## config.mk

```make
export PLATFORM = sky130hd
export DESIGN_NAME = tx_frame_scheduler_flat
export DESIGN_NICKNAME = d
export VERILOG_FILES = /design/src/rtl/tx_frame_if.sv /design/src/rtl/tx_frame_scheduler.sv /design/src/flat_wrapper.sv
export SDC_FILE = /design/constraint.sdc
export NUM_CORES = 1
export LEC_CHECK = 0
export CAP_MARGIN = 30
export CORE_MARGIN = 5
export CORE_UTILIZATION = 45
export DETAILED_ROUTE_END_ITERATION = 8
export PLACE_DENSITY = 0.77
export SYNTH_ARGS = -nofsm -noshare
export SYNTH_HDL_FRONTEND = slang
export SYNTH_SLANG_ARGS = --single-unit
```

## constraint.sdc

```tcl
create_clock -name clk -period 3 [get_ports clk]
set_clock_uncertainty 0.05 [all_clocks]
set_input_delay 0.3 -clock clk [delete_from_list [all_inputs] [get_ports clk]]
set_output_delay 0.3 -clock clk [all_outputs]
set_load 0.02 [all_outputs]
```

## src/rtl/tx_frame_if.sv

```systemverilog
// Bundle between the packet source / bench and tx_frame_scheduler: frame request,
// payload byte handshake and the serial modulator-facing outputs.
interface tx_frame_if #(
  parameter int FCW_W = 16
);
  logic             start;
  logic             mode_req;
  logic [FCW_W-1:0] fcw_req;
  logic [7:0]       payload_len;
  logic [7:0]       byte_data;
  logic             byte_valid;
  logic             byte_ready;
  logic             tx_bit;
  logic             tx_mode_sel;
  logic [FCW_W-1:0] tx_fcw;
  logic             tx_active;
  logic             busy;
  logic             done;
  logic             underrun;

  modport master (
    output start, mode_req, fcw_req, payload_len, byte_data, byte_valid,
    input  byte_ready, tx_bit, tx_mode_sel, tx_fcw, tx_active, busy, done, underrun
  );

  modport slave (
    input  start, mode_req, fcw_req, payload_len, byte_data, byte_valid,
    output byte_ready, tx_bit, tx_mode_sel, tx_fcw, tx_active, busy, done, underrun
  );
endinterface

```

## src/rtl/tx_frame_scheduler.sv

```systemverilog
// Serialises one transmit frame (preamble, sync word, length, payload) at one bit
// per SYM_DIV clocks, holding modulator mode and FCW constant for the whole frame.
module tx_frame_scheduler #(
  parameter int          SYM_DIV      = 16,
  parameter int          PREAMBLE_LEN = 16,
  parameter logic [15:0] SYNC_WORD    = 16'hD391,
  parameter int          FCW_W        = 16
) (
  input  logic      clk,
  input  logic      rst,
  tx_frame_if.slave bus
);

  localparam int SYM_W    = (SYM_DIV > 2) ? $clog2(SYM_DIV) : 1;
  localparam int BIT_SPAN = (PREAMBLE_LEN > 16) ? PREAMBLE_LEN : 16;
  localparam int BIT_W    = $clog2(BIT_SPAN);

  localparam logic [SYM_W-1:0] SYM_LAST  = SYM_W'(SYM_DIV - 1);
  localparam logic [BIT_W-1:0] PRE_LAST  = BIT_W'(PREAMBLE_LEN - 1);
  localparam logic [BIT_W-1:0] SYNC_LAST = BIT_W'(15);
  localparam logic [BIT_W-1:0] BYTE_LAST = BIT_W'(7);

  typedef enum logic [2:0] {
    S_IDLE,
    S_PRE,
    S_SYNC,
    S_LEN,
    S_PAY,
    S_DONE
  } state_t;

  state_t           state_q, state_nxt;
  logic [SYM_W-1:0] sym_cnt;
  logic [BIT_W-1:0] bit_idx;
  logic [15:0]      shreg;
  logic [7:0]       pf_data;
  logic             pf_full;
  logic [7:0]       acc_cnt;
  logic [7:0]       sent_cnt;
  logic [7:0]       len_q;
  logic             mode_q;
  logic [FCW_W-1:0] fcw_q;
  logic             underrun_q;

  logic in_frame;
  logic sym_wrap;
  logic last_bit;
  logic byte_ready;
  logic xfer;
  logic load_sync;
  logic load_len;
  logic load_byte;
  logic ur_set;

  assign in_frame   = state_q inside {S_PRE, S_SYNC, S_LEN, S_PAY};
  assign sym_wrap   = (sym_cnt == SYM_LAST);
  assign byte_ready = in_frame && !pf_full && (acc_cnt < len_q);
  assign xfer       = byte_ready && bus.byte_valid;

  always_comb begin
    last_bit = 1'b0;
    case (state_q)
      S_PRE:        last_bit = (bit_idx == PRE_LAST);
      S_SYNC:       last_bit = (bit_idx == SYNC_LAST);
      S_LEN, S_PAY: last_bit = (bit_idx == BYTE_LAST);
      default:      last_bit = 1'b0;
    endcase
  end

  // Next-state: phase changes only at the end of a phase's last bit period
  always_comb begin
    state_nxt = state_q;
    load_sync = 1'b0;
    load_len  = 1'b0;
    load_byte = 1'b0;
    ur_set    = 1'b0;
    case (state_q)
      S_IDLE: begin
        if (bus.start) state_nxt = S_PRE;
      end
      S_PRE: begin
        if (sym_wrap && last_bit) begin
          state_nxt = S_SYNC;
          load_sync = 1'b1;
        end
      end
      S_SYNC: begin
        if (sym_wrap && last_bit) begin
          state_nxt = S_LEN;
          load_len  = 1'b1;
        end
      end
      S_LEN, S_PAY: begin
        if (sym_wrap && last_bit) begin
          if (sent_cnt == len_q) begin
            state_nxt = S_DONE;
          end else if (pf_full) begin
            state_nxt = S_PAY;
            load_byte = 1'b1;
          end else begin
            state_nxt = S_IDLE;
            ur_set    = 1'b1;
          end
        end
      end
      S_DONE:  state_nxt = S_IDLE;
      default: state_nxt = S_IDLE;
    endcase
  end

  // Control state; counters restart every time the scheduler sits in IDLE
  always_ff @(posedge clk) begin
    if (!rst) begin
      state_q    <= S_IDLE;
      sym_cnt    <= '0;
      bit_idx    <= '0;
      acc_cnt    <= '0;
      sent_cnt   <= '0;
      pf_full    <= 1'b0;
      underrun_q <= 1'b0;
      mode_q     <= 1'b0;
      fcw_q      <= '0;
      len_q      <= '0;
    end else begin
      state_q    <= state_nxt;
      underrun_q <= ur_set;
      if (state_q == S_IDLE) begin
        sym_cnt  <= '0;
        bit_idx  <= '0;
        acc_cnt  <= '0;
        sent_cnt <= '0;
        pf_full  <= 1'b0;
        if (bus.start) begin
          mode_q <= bus.mode_req;
          fcw_q  <= bus.fcw_req;
          len_q  <= bus.payload_len;
        end
      end else if (in_frame) begin
        sym_cnt <= sym_wrap ? '0 : sym_cnt + 1'b1;
        if (sym_wrap) bit_idx <= last_bit ? '0 : bit_idx + 1'b1;
        if (xfer) begin
          pf_full <= 1'b1;
          acc_cnt <= acc_cnt + 1'b1;
        end
        if (load_byte) begin
          pf_full  <= 1'b0;
          sent_cnt <= sent_cnt + 1'b1;
        end
      end
    end
  end

  // Shift/prefetch data: loads override the per-symbol shift at phase boundaries
  always_ff @(posedge clk) begin
    if (in_frame && sym_wrap) shreg <= {shreg[14:0], 1'b0};
    if (load_sync)            shreg <= SYNC_WORD;
    if (load_len)             shreg <= {len_q, 8'h00};
    if (load_byte)            shreg <= {pf_data, 8'h00};
    if (xfer)                 pf_data <= bus.byte_data;
  end

  assign bus.byte_ready  = byte_ready;
  assign bus.tx_bit      = (state_q == S_PRE) ? ~bit_idx[0] :
                           (state_q inside {S_SYNC, S_LEN, S_PAY}) ? shreg[15] : 1'b0;
  assign bus.tx_mode_sel = mode_q;
  assign bus.tx_fcw      = fcw_q;
  assign bus.tx_active   = in_frame;
  assign bus.busy        = (state_q != S_IDLE);
  assign bus.done        = (state_q == S_DONE);
  assign bus.underrun    = underrun_q;

endmodule

```

## src/flat_wrapper.sv

```systemverilog
// flat-port wrapper written by rule: the top's interface ports become plain ports
module tx_frame_scheduler_flat 
#(
  parameter int          SYM_DIV      = 16,
  parameter int          PREAMBLE_LEN = 16,
  parameter logic [15:0] SYNC_WORD    = 16'hD391,
  parameter int          FCW_W        = 16
)
  (clk, rst, bus_start, bus_mode_req, bus_fcw_req, bus_payload_len, bus_byte_data, bus_byte_valid, bus_byte_ready, bus_tx_bit, bus_tx_mode_sel, bus_tx_fcw, bus_tx_active, bus_busy, bus_done, bus_underrun);
  tx_frame_if #(.FCW_W(FCW_W)) bus_i ();
  input  logic clk;
  input  logic rst;
  input wire logic [$bits(bus_i.start)-1:0] bus_start;
  input wire logic [$bits(bus_i.mode_req)-1:0] bus_mode_req;
  input wire logic [$bits(bus_i.fcw_req)-1:0] bus_fcw_req;
  input wire logic [$bits(bus_i.payload_len)-1:0] bus_payload_len;
  input wire logic [$bits(bus_i.byte_data)-1:0] bus_byte_data;
  input wire logic [$bits(bus_i.byte_valid)-1:0] bus_byte_valid;
  output wire logic [$bits(bus_i.byte_ready)-1:0] bus_byte_ready;
  output wire logic [$bits(bus_i.tx_bit)-1:0] bus_tx_bit;
  output wire logic [$bits(bus_i.tx_mode_sel)-1:0] bus_tx_mode_sel;
  output wire logic [$bits(bus_i.tx_fcw)-1:0] bus_tx_fcw;
  output wire logic [$bits(bus_i.tx_active)-1:0] bus_tx_active;
  output wire logic [$bits(bus_i.busy)-1:0] bus_busy;
  output wire logic [$bits(bus_i.done)-1:0] bus_done;
  output wire logic [$bits(bus_i.underrun)-1:0] bus_underrun;
  assign bus_i.start = bus_start;
  assign bus_i.mode_req = bus_mode_req;
  assign bus_i.fcw_req = bus_fcw_req;
  assign bus_i.payload_len = bus_payload_len;
  assign bus_i.byte_data = bus_byte_data;
  assign bus_i.byte_valid = bus_byte_valid;
  assign bus_byte_ready = bus_i.byte_ready;
  assign bus_tx_bit = bus_i.tx_bit;
  assign bus_tx_mode_sel = bus_i.tx_mode_sel;
  assign bus_tx_fcw = bus_i.tx_fcw;
  assign bus_tx_active = bus_i.tx_active;
  assign bus_busy = bus_i.busy;
  assign bus_done = bus_i.done;
  assign bus_underrun = bus_i.underrun;
  tx_frame_scheduler #(.SYM_DIV(SYM_DIV), .PREAMBLE_LEN(PREAMBLE_LEN), .SYNC_WORD(SYNC_WORD), .FCW_W(FCW_W)) u_core (.clk(clk), .rst(rst), .bus(bus_i));
endmodule
```

==> results of run 1 <==
-- cell type report --
| class | instances | area, um2 |
|---|---|---|
| Clock buffer | 9 | 124 |
| Clock inverter | 7 | 95.1 |
| Fill cell | 699 | 3230 |
| Sequential cell | 78 | 1720 |
| Timing Repair Buffer | 68 | 661 |
| Multi-Input combinational cell | 302 | 1760 |
| Inverter | 12 | 45.0 |
| Tap cell | 102 | 128 |
-- cell usage in the layout (no fill, tap or decap), types with 5 or more instances in the layout --
cell,Yosys,routed
xnor2_1,8,8
nand3_1,12,12
clkbuf_8,0,9
nand2_1,102,102
buf_4,1,9
o22ai_1,5,5
a21boi_0,26,26
a31oi_1,5,5
inv_1,11,11
clkdlybuf4s50_1,0,58
or3_1,6,6
a21oi_1,25,25
xor2_1,14,14
nor3_1,5,5
nor2_1,21,21
ha_1,11,11
dfxtp_1,62,62
nand4_1,6,6
edfxtp_1,16,16
o21ai_0,14,14
-- sequential cells by signal, indices dropped and copies added, names as in the netlist --
register / count
u_core.sent_cnt: 8
u_core.pf_full: 1
u_core.state_q: 3
u_core.bus.tx_fcw: 16
u_core.len_q: 8
u_core.acc_cnt: 8
u_core.pf_data: 8
u_core.sym_cnt: 4
u_core.shreg: 16
u_core.bus.tx_mode_sel: 1
u_core.bus.underrun: 1
u_core.bit_idx: 4
-- final timing paths --
check                                        from                end  slack, ns  cells after the start
worst max-delay path            u_core.state_q[1]      bus_tx_active       0.41                      4
worst min register to register    u_core.shreg[0]    u_core.shreg[0]       0.40                      2
worst max register to register    u_core.len_q[6]  u_core.acc_cnt[5]       0.43                      8
worst min-delay path              u_core.shreg[0]    u_core.shreg[0]       0.40                      2
-- metal layers --
metal / GRT usage [%] / up-vias
met5: 0 / -
met4: 5.15 / 0
met3: 6.45 / 6
met2: 27.2 / 87
met1: 21.2 / 1402
li1: - / 1546
-- where the power goes --
part	internal, W	leakage [nW]	switching (W)
Combinational	0.000113	0.932	0.000113
Sequential	0.00109	0.651	0.0000205
Clock	0.000472	0.114	0.000401
-- cells in the mapped netlist, drive strengths merged, types with 2 or more instances --
cell,n
a41o,2
a211oi,2
xor2,14
a31oi,5
nor4,2
nand4,7
a21o,2
nand3,12
dfxtp,62
clkbuf,14
or3,6
inv,12
and3,4
nand2b,3
buf,8
edfxtp,16
nand2,102
a21oi,25
xnor2,8
nor2,21
a2111oi,4
o21ai,14
o22ai,5
a21boi,26
ha,11
o211ai,3
nor3,5
nor2b,2
and2,4
-- repair_timing --
action / 4_1_cts / 5_1_grt
buffers inserted: 0 / 0
endpoints found under the setup margin: 0 / 1
endpoints found under the hold margin: 0 / 0
gates resized for setup: 0 / 1
-- through the flow --
stage                     worst slack, ns  instance area (um2)  hold WS, ns  total power [W]
after CTS                          0.0643                 4530        0.406          0.00224
after global placement              0.504                 4320        0.383          0.00136
after floorplan                     0.639                 3620        0.349          0.00125
after detailed placement            0.421                 4320        0.392          0.00137
after global routing                0.235                 4540        0.420          0.00231
final                               0.414                 4540        0.401          0.00221
-- worst reg2reg max path, cell delays in order (launching register included) --
cell and delay, ns:
dfxtp_1 0.41, inv_1 0.06, ha_1 0.32, a21o_1 0.18, a211oi_1 0.31, nand4_1 0.22, a2111oi_0 0.67, xnor2_1 0.19
nor2_1 0.05
-- kinds of logic after synthesis --
| group | synth area share, % |
|---|---|
| AO/OA/AOI/OAI | 18.0 |
| XOR/XNOR | 5.32 |
| adder cells (fa/ha/maj) | 3.80 |
| buffers and inverters | 3.83 |
| flip-flops | 47.5 |
| multiplexers | 0.276 |
| AND/OR/NAND/NOR | 21.3 |
==> key figures, run 1 <==
Synthesis
  • Register area share after synthesis: 47.5%
  • Synthesized area per cell: 8.75 um2
  • Cells after Synth: about 410
  • Flops & latches, synth: 78
  • Cells taking the most area after synthesis: dfxtp_1, edfxtp_1, nand2_1
  • Synthesis Warnings: 0
  • Yosys top cell area share: between 30% and 40%
  • Mapped Area: 3620 um2
  • Top_reg_cell synth: dfxtp_1
  • Leading area contributor after synthesis: dfxtp_1
  • Synth Net Count: 462
  • Synth unique cells: 47
  • Post-synth EDFFs: 16
  • Ys async rst share: 0%

Detailed routing
  • Final wirelength: slightly above 8000 um
  • Vias: around 3000
  • Drt wl/cell: about 14 um
  • Initial DRT Pass Iterations: 4
  • Met3 WL: roughly 600 um
  • Routed length on met1: between 3000 and 4000 um
  • Antenna viol nets, final: 0
  • Initial detailed-routing violation count: 134
  • DRC Markers: 0
  • Routed wl met2: 3900 um
  • Max layer used: met4
  • Vias per cell: 5.26

Floorplanning
  • I/O pins: 60
  • Core outline area: 7770 um2
  • Die Span Y: 99.7 um
  • Die area: 9950 um2
  • FP Rows: 32
  • Die X: approximately 100 um
  • Starting density of the core: a little under half

STA
  • Unrepaired setup endpoints after global routing: no
  • Max Freq: 0.387 GHz
  • Fin crit share: a little under nine tenths
  • Final Slew Violations: 0
  • Post-Route Setup TNS: 0 ns
  • Final Hold Fails: 0
  • Minimum clock period: 2.59 ns
  • Final setup viols: 0
  • Relative slew slack: between 40% and 50%
  • Least-Margin Pin Slew: 0.847 ns

Setup path
  • CP Max Fanout: 17
  • Crit start category: register
  • CP required: 2.65 ns
  • Critical path capture point type: output port
  • Crit path buf inv count: 2
  • Worst path cell trace: nor3_1 -> inv_1 -> and2_1 -> clkdlybuf4s50_1
  • Slowest stage delay, CP: 0.66 ns
  • Worst EP arrival: about 2.2 ns
  • Cell family with most CP delay: buffers and inverters
  • Worst path slowest cell: clkdlybuf4s50_1
  • CP Class: reg2out

Global routing
  • First-pass GRT wire length: 13500 um
  • Grt total ovfl: 0
  • Largest net degree at the start of global routing: 26
  • Vias in the first global route: 2870
  • All-layer global routing usage: between 10% and 20%
  • Initial antenna violation count: 0

Placed design
  • Post-DP HPWL: about 6000 um
  • Placed insts: 562
  • I/O Buffers: 59
  • GPL Wtd Cong: about 0.85

Pwr
  • Leak pwr: 1.70 nW
  • Worst VDD drop: 277 uV
  • Power Density: 488 nW/um2

Final layout
  • Post-route non-filler standard cell count: 578
  • Layout cell share with drive strength beyond 1: 6.72%
  • Final cell utilization of the core: 58.4%
  • Layout Area Growth over Synthesis: 25.2%
  • Number of diodes: 0
  • Nets: slightly above 500

Clock network
  • Root buf cell: clkbuf_8
  • CTS max path bufs: 2
  • TritonCTS Buffers: 9
  • # clock sinks: 78
  • CTS tree: yes
  • Worst skew pair latency: 0.36 ns
  • Clk slew on worst S/H paths: 0.08 ns
  • Cts hold-fix bufs: 0
  • H-tree Lvls: 3

Job
  • Max-Cap Viols: 0

Hold path
  • Worst min path class: reg2reg

Outcome
  • Status: completed
No activity file was read; power rests on OpenSTA's default activity.
==> run 2: changes to the inputs <==
--- a/config.mk
+++ b/config.mk
@@ -10,6 +10,7 @@
 export CORE_UTILIZATION = 45
 export DETAILED_ROUTE_END_ITERATION = 8
 export PLACE_DENSITY = 0.77
+export SLEW_MARGIN = 20
 export SYNTH_ARGS = -nofsm -noshare
 export SYNTH_HDL_FRONTEND = slang
 export SYNTH_SLANG_ARGS = --single-unit
==> results of run 2 <==
No change in the layout: final DEF, timing and power equal those of run 1.
==> run 3: changes to the inputs <==
--- a/config.mk
+++ b/config.mk
@@ -7,9 +7,9 @@
 export LEC_CHECK = 0
 export CAP_MARGIN = 30
 export CORE_MARGIN = 5
-export CORE_UTILIZATION = 45
+export CORE_UTILIZATION = 50
 export DETAILED_ROUTE_END_ITERATION = 8
-export PLACE_DENSITY = 0.77
+export PLACE_DENSITY = 0.84
 export SLEW_MARGIN = 20
 export SYNTH_ARGS = -nofsm -noshare
 export SYNTH_HDL_FRONTEND = slang
==> key figures, run 3 (synthesis gave the netlist of run 1 again) <==
Clock network
  • Worst skew pair latency: 0.36 ns (about the same)
  • H-tree Lvls: 3 (unchanged)
  • Post-CTS sizing: 0 (unchanged)
  • # clock sinks: 78 (unchanged)
  • Post-CTS setup buffer count: 0 (unchanged)
  • CTS tree: yes
  • Cts hold-fix bufs: 0 (unchanged)
  • CTS max path bufs: 2 (unchanged)
  • TritonCTS Buffers: 9 (unchanged)
  • Root buf cell: clkbuf_8
  • Clk slew on worst S/H paths: 0.08 ns (about the same)

STA
  • Unrepaired setup endpoints after global routing: no
  • Final Slew Violations: 0 (unchanged)
  • Minimum clock period: 2.60 ns (+0.0118 ns)
  • Post-Route Setup TNS: 0 ns (unchanged)
  • Fin crit share: 86.6% (+0.39 points)
  • Worst hold slack: 0.395 ns (-0.00640 ns)
  • Final setup viols: 0 (unchanged)
  • Least-Margin Pin Slew: 0.829 ns (-0.0177 ns)
  • Max Freq: 0.385 GHz (-0.45%)
  • Final Hold Fails: 0 (unchanged)
  • Relative slew slack: 44.6% (+1.2 points)

Floorplanning
  • Starting density of the core: 50.8% (+4.1 points)
  • Die area: 9050 um2 (-9.0%)
  • Die Span Y: 95.1 um (-4.6%)
  • Core outline area: 7140 um2 (-8.1%)
  • FP Rows: 31 (-3.1%)
  • I/O pins: 60 (unchanged)
  • Die X: 95.1 um (-4.6%)

Final layout
  • Layout cell share with drive strength beyond 1: 6.30% (-0.42 points)
  • Nets: 519 (unchanged)
  • Post-route non-filler standard cell count: 575 (-0.52%)
  • Number of diodes: 0 (unchanged)
  • Layout Area Growth over Synthesis: 25.6%
  • Filler instances: 603 (-14%)
  • Register area: 1720 um2 (unchanged)
  • Design Area, Final: 4550 um2 (+0.28%)
  • Multi-input gate area: 1760 um2 (unchanged)
  • Commonest non-fill, non-tap cell in the layout: nand2_1
  • Most frequent cells in the layout: nand2_1, dfxtp_1, clkdlybuf4s50_1

Placed design
  • I/O Buffers: 59 (unchanged)
  • GPL Wtd Cong: 0.867 (+1.4%)
  • Area after DPL: 4310 um2 (about the same)
  • Post-DP HPWL: 6000 um (+0.79%)
  • Placed insts: 559 (-0.53%)

Detailed routing
  • Initial DRT Pass Iterations: 5 (+1)
  • Antenna viol nets, final: 0 (unchanged)
  • Vias: 3114 (+2.4%)
  • DRC Markers: 0 (unchanged)
  • Drt wl/cell: 14.6 um (+2.0%)
  • Initial detailed-routing violation count: 102 (-24%)
  • Final wirelength: 8390 um (+1.4%)
  • Vias per cell: 5.42 (+2.9%)

Setup path
  • Critical path capture point type: output port
  • Reg-to-Reg Start: u_core.state_q[1]
  • Worst EP arrival: 2.25 ns (about the same)
  • R2r setup slk: 0.41 ns (-0.02 ns)
  • Reg-to-Reg End: u_core.shreg[11]
  • Crit start category: register
  • Worst R2R Path Depth: 6 (-2)
  • CP Max Fanout: 17 (unchanged)
  • CP Class: reg2out
  • CP required: 2.65 ns (about the same)

Global routing
  • Initial antenna violation count: 0 (unchanged)
  • Vias in the first global route: 3004 (+4.7%)
  • Largest net degree at the start of global routing: 31 (+19%)
  • All-layer global routing usage: 20.0% (+3.0 points)
  • Grt total ovfl: 0 (unchanged)
  • First-pass GRT wire length: 14100 um (+4.1%)

Pwr
  • Power Density: 497 nW/um2 (+1.9%)
  • Leak pwr: 1.70 nW (+0.25%)
  • Worst VDD drop: 344 uV (+24%)

Hold path
  • Worst hold endpoint: u_core.shreg[5]
  • Hold_sp: u_core.shreg[4]
  • Worst min path class: reg2reg
  • Hold-critical path depth: 2 (unchanged)

Outcome
  • Status: completed

Job
  • Max-Cap Viols: 0 (unchanged)
## run 3: area by class of cell
type | instances | area share [%]
timing repair buffer | 68 | 14.5
clock inverter | 3 | 1.43
sequential | 78 | 37.8
tap | 99 | 2.72
multi-input combinational | 302 | 38.8
clock buffer | 13 | 3.74
inverter | 12 | 0.990
## run 3: how the worst max path moves through the flow
| stage | start | slack (ns) | depth (start not counted) | to |
|---|---|---|---|---|
| 5_1_grt | u_core.state_q[1] | 0.21 | 6 | u_core.shreg[11] |
| 6_report | u_core.state_q[1] | 0.40 | 4 | bus_tx_active |
| 3_5_place_dp | u_core.len_q[6] | 0.46 | 7 | bus_byte_ready |
| 4_1_cts | u_core.len_q[6] | 0.05 | 7 | bus_byte_ready |
| 2_1_floorplan | u_core.bit_idx[0] | 0.64 | 7 | u_core.sent_cnt[6] |
| 3_3_place_gp | u_core.len_q[6] | 0.49 | 7 | bus_byte_ready |
## run 3: per-layer routing
metal / GRT usage, % / routed length [um]
met1: 24.1 / 3540
met2: 32.2 / 3980
met3: 6.24 / 633
met4: 9.50 / 244
met5: 0 / 0
## run 3: worst max-delay path: stages, from the launching register on
cell and delay, ns:
dfxtp_1 0.64, nor3_1 0.15, inv_1 0.15, and2_1 0.28, clkdlybuf4s50_1 0.66
## run 3: metrics by stage
stage                     util [%]  power [W]  worst slack [ns]
after detailed placement      60.4    0.00137             0.456
final                         63.7    0.00226             0.402
after global placement        60.4    0.00136             0.487
after floorplan                  -    0.00125             0.639
after global routing          63.7    0.00235             0.209
after CTS                     63.7    0.00228            0.0513
## run 3: report_power, final
part	internal, W	leakage, nW	switching (W)
logic	0.000113	0.932	0.000115
clock network	0.000542	0.119	0.000377
registers	0.00109	0.651	0.0000210
